File: config.mk
export PLATFORM = sky130hd
export DESIGN_NAME = twotone_sample_gen
export DESIGN_NICKNAME = d
export VERILOG_FILES = /design/src/rtl/twotone_sample_gen.sv
export SDC_FILE = /design/constraint.sdc
export NUM_CORES = 1
export LEC_CHECK = 0
export ABC_AREA = 1
export BUFFER_PORTS_ARGS = -buffer_cell sky130_fd_sc_hd__buf_2
export CAP_MARGIN = 30
export CORE_UTILIZATION = 50
export DETAILED_ROUTE_END_ITERATION = 10
export PLACE_DENSITY = 0.67
export SLEW_MARGIN = 30
export SYNTH_ARGS = -nofsm -noshare
export SYNTH_HDL_FRONTEND = slang
export SYNTH_SLANG_ARGS = --single-unit
File: constraint.sdc
create_clock -name clk -period 3.35 [get_ports clk]
set_input_delay 0.1675 -clock clk [delete_from_list [all_inputs] [get_ports clk]]
set_output_delay 0.1675 -clock clk [all_outputs]
set_load 0.1 [all_outputs]
File: src/rtl/twotone_sample_gen.sv
// twotone_sample_gen: two phase-accumulator tones from a shared sine ROM, scaled, summed and saturated.
// Define QUARTER_LUT_EN to store only a quarter-wave table (N/4+1 entries) instead of the full period.
`default_nettype none

module twotone_sample_gen #(
  parameter int NB_OUTPUT   = 8,
  parameter int NBF_OUTPUT  = 7,
  parameter int NB_PHASE    = 16,
  parameter int NB_LUT_ADDR = 8,
  parameter int CLK_DIV     = 4
) (
  input  logic                        clk,
  input  logic                        i_rst_n,
  input  logic                        i_en,
  input  logic                        i_phase_clr,
  input  logic [NB_PHASE-1:0]         i_fcw_a,
  input  logic [NB_PHASE-1:0]         i_fcw_b,
  input  logic [1:0]                  i_sh_a,
  input  logic [1:0]                  i_sh_b,
  output logic signed [NB_OUTPUT-1:0] o_os_data,
  output logic                        o_valid
);

  localparam int  N     = 2 ** NB_LUT_ADDR;
  localparam int  CNT_W = $clog2(CLK_DIV);
  localparam real AMP   = real'(2 ** (NB_OUTPUT - 1) - 1);
  localparam real PI    = 3.14159265358979323846;
  localparam logic [CNT_W-1:0] CNT_LAST = CNT_W'(CLK_DIV - 1);
  localparam logic signed [NB_OUTPUT-1:0] SAT_MAX = {1'b0, {(NB_OUTPUT-1){1'b1}}};
  localparam logic signed [NB_OUTPUT-1:0] SAT_MIN = {1'b1, {(NB_OUTPUT-1){1'b0}}};

  if (CLK_DIV < 3 || NBF_OUTPUT >= NB_OUTPUT || NB_LUT_ADDR < 3) begin : g_bad_params
    $error("twotone_sample_gen: unsupported parameter combination");
  end

  // Round half away from zero so the table is exactly odd-symmetric.
  function automatic logic signed [NB_OUTPUT-1:0] sine_entry(input int k);
    real x;
    x = AMP * $sin(2.0 * PI * real'(k) / real'(N));
    if (x >= 0.0) return NB_OUTPUT'($rtoi(x + 0.5));
    else          return NB_OUTPUT'(-$rtoi(0.5 - x));
  endfunction

  logic [CNT_W-1:0]           cnt;
  logic [NB_PHASE-1:0]        ph_a, ph_b;
  logic                       tick, take;
  logic signed [NB_OUTPUT-1:0] lut_a, lut_b;
  logic signed [NB_OUTPUT-1:0] raw_a, raw_b, scl_a, scl_b;
  logic                       v0, v1;
  logic signed [NB_OUTPUT:0]  sum;
  logic signed [NB_OUTPUT-1:0] sat;

`ifdef QUARTER_LUT_EN
  localparam int Q = N / 4;
  logic signed [NB_OUTPUT-1:0] rom [Q+1];

  for (genvar k = 0; k <= Q; k++) begin : g_rom
    localparam logic signed [NB_OUTPUT-1:0] C_VAL = sine_entry(k);
    assign rom[k] = C_VAL;
  end

  // Quadrant bits: odd quadrants mirror the index, the upper half negates.
  function automatic logic signed [NB_OUTPUT-1:0] lut_read(input logic [NB_LUT_ADDR-1:0] addr);
    logic [NB_LUT_ADDR-2:0]      idx;
    logic signed [NB_OUTPUT-1:0] val;
    idx = {1'b0, addr[NB_LUT_ADDR-3:0]};
    if (addr[NB_LUT_ADDR-2]) idx = (NB_LUT_ADDR-1)'(Q) - idx;
    val = rom[idx];
    return addr[NB_LUT_ADDR-1] ? -val : val;
  endfunction
`else
  logic signed [NB_OUTPUT-1:0] rom [N];

  for (genvar k = 0; k < N; k++) begin : g_rom
    localparam logic signed [NB_OUTPUT-1:0] C_VAL = sine_entry(k);
    assign rom[k] = C_VAL;
  end

  function automatic logic signed [NB_OUTPUT-1:0] lut_read(input logic [NB_LUT_ADDR-1:0] addr);
    return rom[addr];
  endfunction
`endif

  always_comb begin
    lut_a = lut_read(ph_a[NB_PHASE-1 -: NB_LUT_ADDR]);
    lut_b = lut_read(ph_b[NB_PHASE-1 -: NB_LUT_ADDR]);
  end

  assign tick = (cnt == CNT_LAST) && i_en;
  assign take = tick && !i_phase_clr;

  always_ff @(posedge clk or negedge i_rst_n) begin
    if (!i_rst_n) begin
      cnt  <= '0;
      ph_a <= '0;
      ph_b <= '0;
    end else if (i_phase_clr) begin
      cnt  <= '0;
      ph_a <= '0;
      ph_b <= '0;
    end else if (i_en) begin
      cnt <= tick ? '0 : cnt + 1'b1;
      if (tick) begin
        ph_a <= ph_a + i_fcw_a;
        ph_b <= ph_b + i_fcw_b;
      end
    end
  end

  always_comb begin
    sum = $signed({scl_a[NB_OUTPUT-1], scl_a}) + $signed({scl_b[NB_OUTPUT-1], scl_b});
    sat = sum[NB_OUTPUT-1:0];
    if (sum[NB_OUTPUT] != sum[NB_OUTPUT-1]) sat = sum[NB_OUTPUT] ? SAT_MIN : SAT_MAX;
  end

  // Three-register pipeline: registered ROM read, shift, saturated sum.
  always_ff @(posedge clk or negedge i_rst_n) begin
    if (!i_rst_n) begin
      v0        <= 1'b0;
      v1        <= 1'b0;
      raw_a     <= '0;
      raw_b     <= '0;
      scl_a     <= '0;
      scl_b     <= '0;
      o_valid   <= 1'b0;
      o_os_data <= '0;
    end else begin
      v0      <= take;
      v1      <= v0;
      o_valid <= v1;
      if (take) begin
        raw_a <= lut_a;
        raw_b <= lut_b;
      end
      if (v0) begin
        scl_a <= raw_a >>> i_sh_a;
        scl_b <= raw_b >>> i_sh_b;
      end
      if (v1) o_os_data <= sat;
    end
  end

endmodule

`default_nettype wire
==> metrics <==
XOR/XNOR Fraction of Synth Area=0.9217%; via count=9811; DRC Markers=0; vias in the first global route=9121; gr usage total=31.44%; Netlist cell types=47; CP Class=flip-flop to flip-flop; H-tree levels=3; nets=1539; Hold Crit Class=primary input to flip-flop; P per Cell Area=427.6 mW/mm^2; Data required, critical path=3580 ps; WL per Instance=16.43 um; share of synthesized registers carrying an async set or reset=100.0%; Die W=132.8 um; Slew Limit Fails=0; IO Count=49; share of the synthesized area in the top cell type=22.53%; syn_nets=1517; non-filler cells, final=1658; final core occ=55.55%; Total Neg Setup Slack=0 ps; fin crit share=74.31%; area leader, netlist=dfrtp_1; layout cells sized above 1=6.954%; fmax=0.4017 GHz; RSZ-0062 raised after global routing=false; synth cell count leaders=nand2_1 (477), nand3_1 (156), inv_1 (121); Sink Count=77; initial drt markers=1169; CP max FO=11; Max VDD drop=547.0 uV; Period minus WS final=2489 ps; CP endpoint kind=flip-flop; worst skew pair latency=340 ps; status=complete, no violations; Total Wirelength=27250 um; Most used DFF post-synth=dfrtp_1; register bit total from synthesis=77; setup violators final=0; TritonCTS buffer count=9; effective utilization at floorplan=51.39%; remaining global-route overflow=0; Post-Synth Adder-Cell Area=9.920%; Total Die Area=0.01763 mm^2; first-pass GRT wire length=44820 um; ANT nets after route=0; DP HPWL=19750 um; clock slew at reported path FFs=60 ps; Leak=4.932 nW; Synth Area in Compound Gates=18.96%; synth warn=0; Port Buffers=48; sequential element share of the synthesized area=22.53%; Synth area leaders=dfrtp_1 (23%), nand2_1 (21%), ha_1 (9.2%), nand3_1 (9.1%), o21ai_0 (6.4%); synthesized instance count=1411; Worst Tran Pin Value=805.7 ps; Die Ht=132.8 um; EDFF count, synth=0; clock skew=11.12 ps; initial antenna violation count=0; PnR worst setup slack=860.5 ps; synthesized area per cell=6.061 um^2; CTS tree=done; GP Congestion=1.014; pre-CTS setup slack=900.2 ps; Hold WS=41.14 ps; Startpoint Class=flip-flop; CTS Root Cell=clkbuf_16; Hold Fails Final Rpt=0; CORE AREA=0.01664 mm^2; CP arrival=2720 ps; placed cells=1641; post-synthesis cell area=0.008552 mm^2; Setup Fix Bufs, Post-CTS=0; Rel. slew slack=46.29%; count leader, synth=nand2_1; max cap viols=0; FP Rows=47; largest net degree at the start of global routing=58; diode count=0; Area growth syn-to-layout=8.105%; drt pass-1 iters=6; simple-gate share of the synthesized area=38.01%; post-synthesis mux area share=0.5852%; largest family of logic cells by synthesized area=simple AND/OR/NAND/NOR gates; worst-case clock buffer depth=2; vias per cell=5.917
[cell families (layout without fill, tap and decap cells)]
| group | after synthesis | count (layout) |
|---|---|---|
| compound gates | 286 | 286 |
| xor+xnor | 9 | 9 |
| fa+ha+maj | 66 | 66 |
| buf+inv | 180 | 207 |
| flops | 77 | 77 |
| mux | 5 | 5 |
| simple gates | 788 | 788 |
[final timing paths]
kind / startpoint / endpoint / slack, ps / cells past startpoint
worst min-delay path: i_en / cnt[1]$_DFFE_PN0P_ / 40 / 2
worst max register to register: ph_a[9]$_DFFE_PN0P_ / raw_a[2]$_DFFE_PN0P_ / 860 / 12
worst min register to register: o_os_data[4]$_DFFE_PN0P_ / o_os_data[4]$_DFFE_PN0P_ / 470 / 2
worst max-delay path: ph_a[9]$_DFFE_PN0P_ / raw_a[2]$_DFFE_PN0P_ / 860 / 12
min in group asynchronous: i_rst_n / o_os_data[7]$_DFFE_PN0P_ / 450 / 2
max in group asynchronous: i_rst_n / ph_a[6]$_DFFE_PN0P_ / 2100 / 3
[cell usage in the layout (no fill, tap or decap), types with 3 or more instances in the layout]
cell | synthesis | layout
buf_2 | 23 | 47
clkbuf_16 | 0 | 9
nand3b_1 | 7 | 7
ha_1 | 63 | 63
a31oi_1 | 6 | 6
nand2_2 | 7 | 7
bufinv_16 | 0 | 3
nor2_2 | 5 | 5
a21o_1 | 10 | 10
dfrtp_1 | 77 | 77
o21ai_0 | 109 | 109
nand2_1 | 477 | 477
o211ai_1 | 12 | 12
a21boi_0 | 3 | 3
nor2_1 | 115 | 114
inv_2 | 6 | 6
xnor2_1 | 4 | 4
nand3_1 | 156 | 156
mux2i_1 | 5 | 5
nand4_1 | 8 | 8
nor3_1 | 9 | 9
o221ai_1 | 7 | 7
buf_4 | 10 | 14
inv_1 | 121 | 121
xor2_1 | 5 | 5
fa_1 | 3 | 3
o21ai_1 | 15 | 15
o22ai_1 | 12 | 12
o21a_1 | 7 | 7
o31ai_1 | 6 | 6
a21oi_1 | 86 | 86
[area by class of cell]
class                      count  area (um^2)
clock buffer                  11        242.7
clock inverter                 5        106.4
fill                        1682         7397
inverter                     129        486.7
multi-input combinational   1154         5857
sequential                    77         1927
tap                          220        275.3
timing repair buffer          62        350.3
[power breakdown]
group / internal [W] / switching (W)
combinational: 0.000503 / 0.00107
clock: 0.000752 / 0.000412
sequential: 0.00110 / 0.000120
total: 0.00235 / 0.00160
[critical path, cell delays in order, from the launching register on]
cell	delay, ps
dfrtp_1	600
inv_1	320
ha_1	420
inv_1	150
nand2_1	170
nand3_1	150
nand3_1	80
nand2_1	90
nand3_1	100
nand3_1	100
nand2_1	50
nor2_1	100
nor2_1	40
[per-layer routing]
| metal | track usage [%] | share of wire, % | routed length (um) |
|---|---|---|---|
| met4 | 14.81 | 4.0 | 1078 |
| met3 | 6.513 | 9.7 | 2631 |
| met5 | 0 | 0 | 0 |
| met2 | 48.75 | 44 | 11960 |
| met1 | 41.75 | 42 | 11570 |
[stage by stage]
stage	power [W]	area [um^2]
detailed placement	0.002793	8886
global route	0.004232	9245
floorplan	0.002464	8552
global placement	0.002784	8886
finish	0.003953	9245
CTS	0.003973	9245
[repair_timing]
| item | 4_1_cts | 5_1_grt |
|---|---|---|
| resized for setup | 0 | 0 |
| endpoints found under the hold margin | 56 | 0 |
| hold buffers | 1 | 0 |
[registers in the layout, indices dropped and copies added (netlist names)]
signal     count
o_os_data      8
ph_a          16
raw_b          8
v1             1
o_valid        1
raw_a          8
scl_b          8
cnt            2
v0             1
ph_b          16
scl_a          8
(Power assumes the default switching activity.)
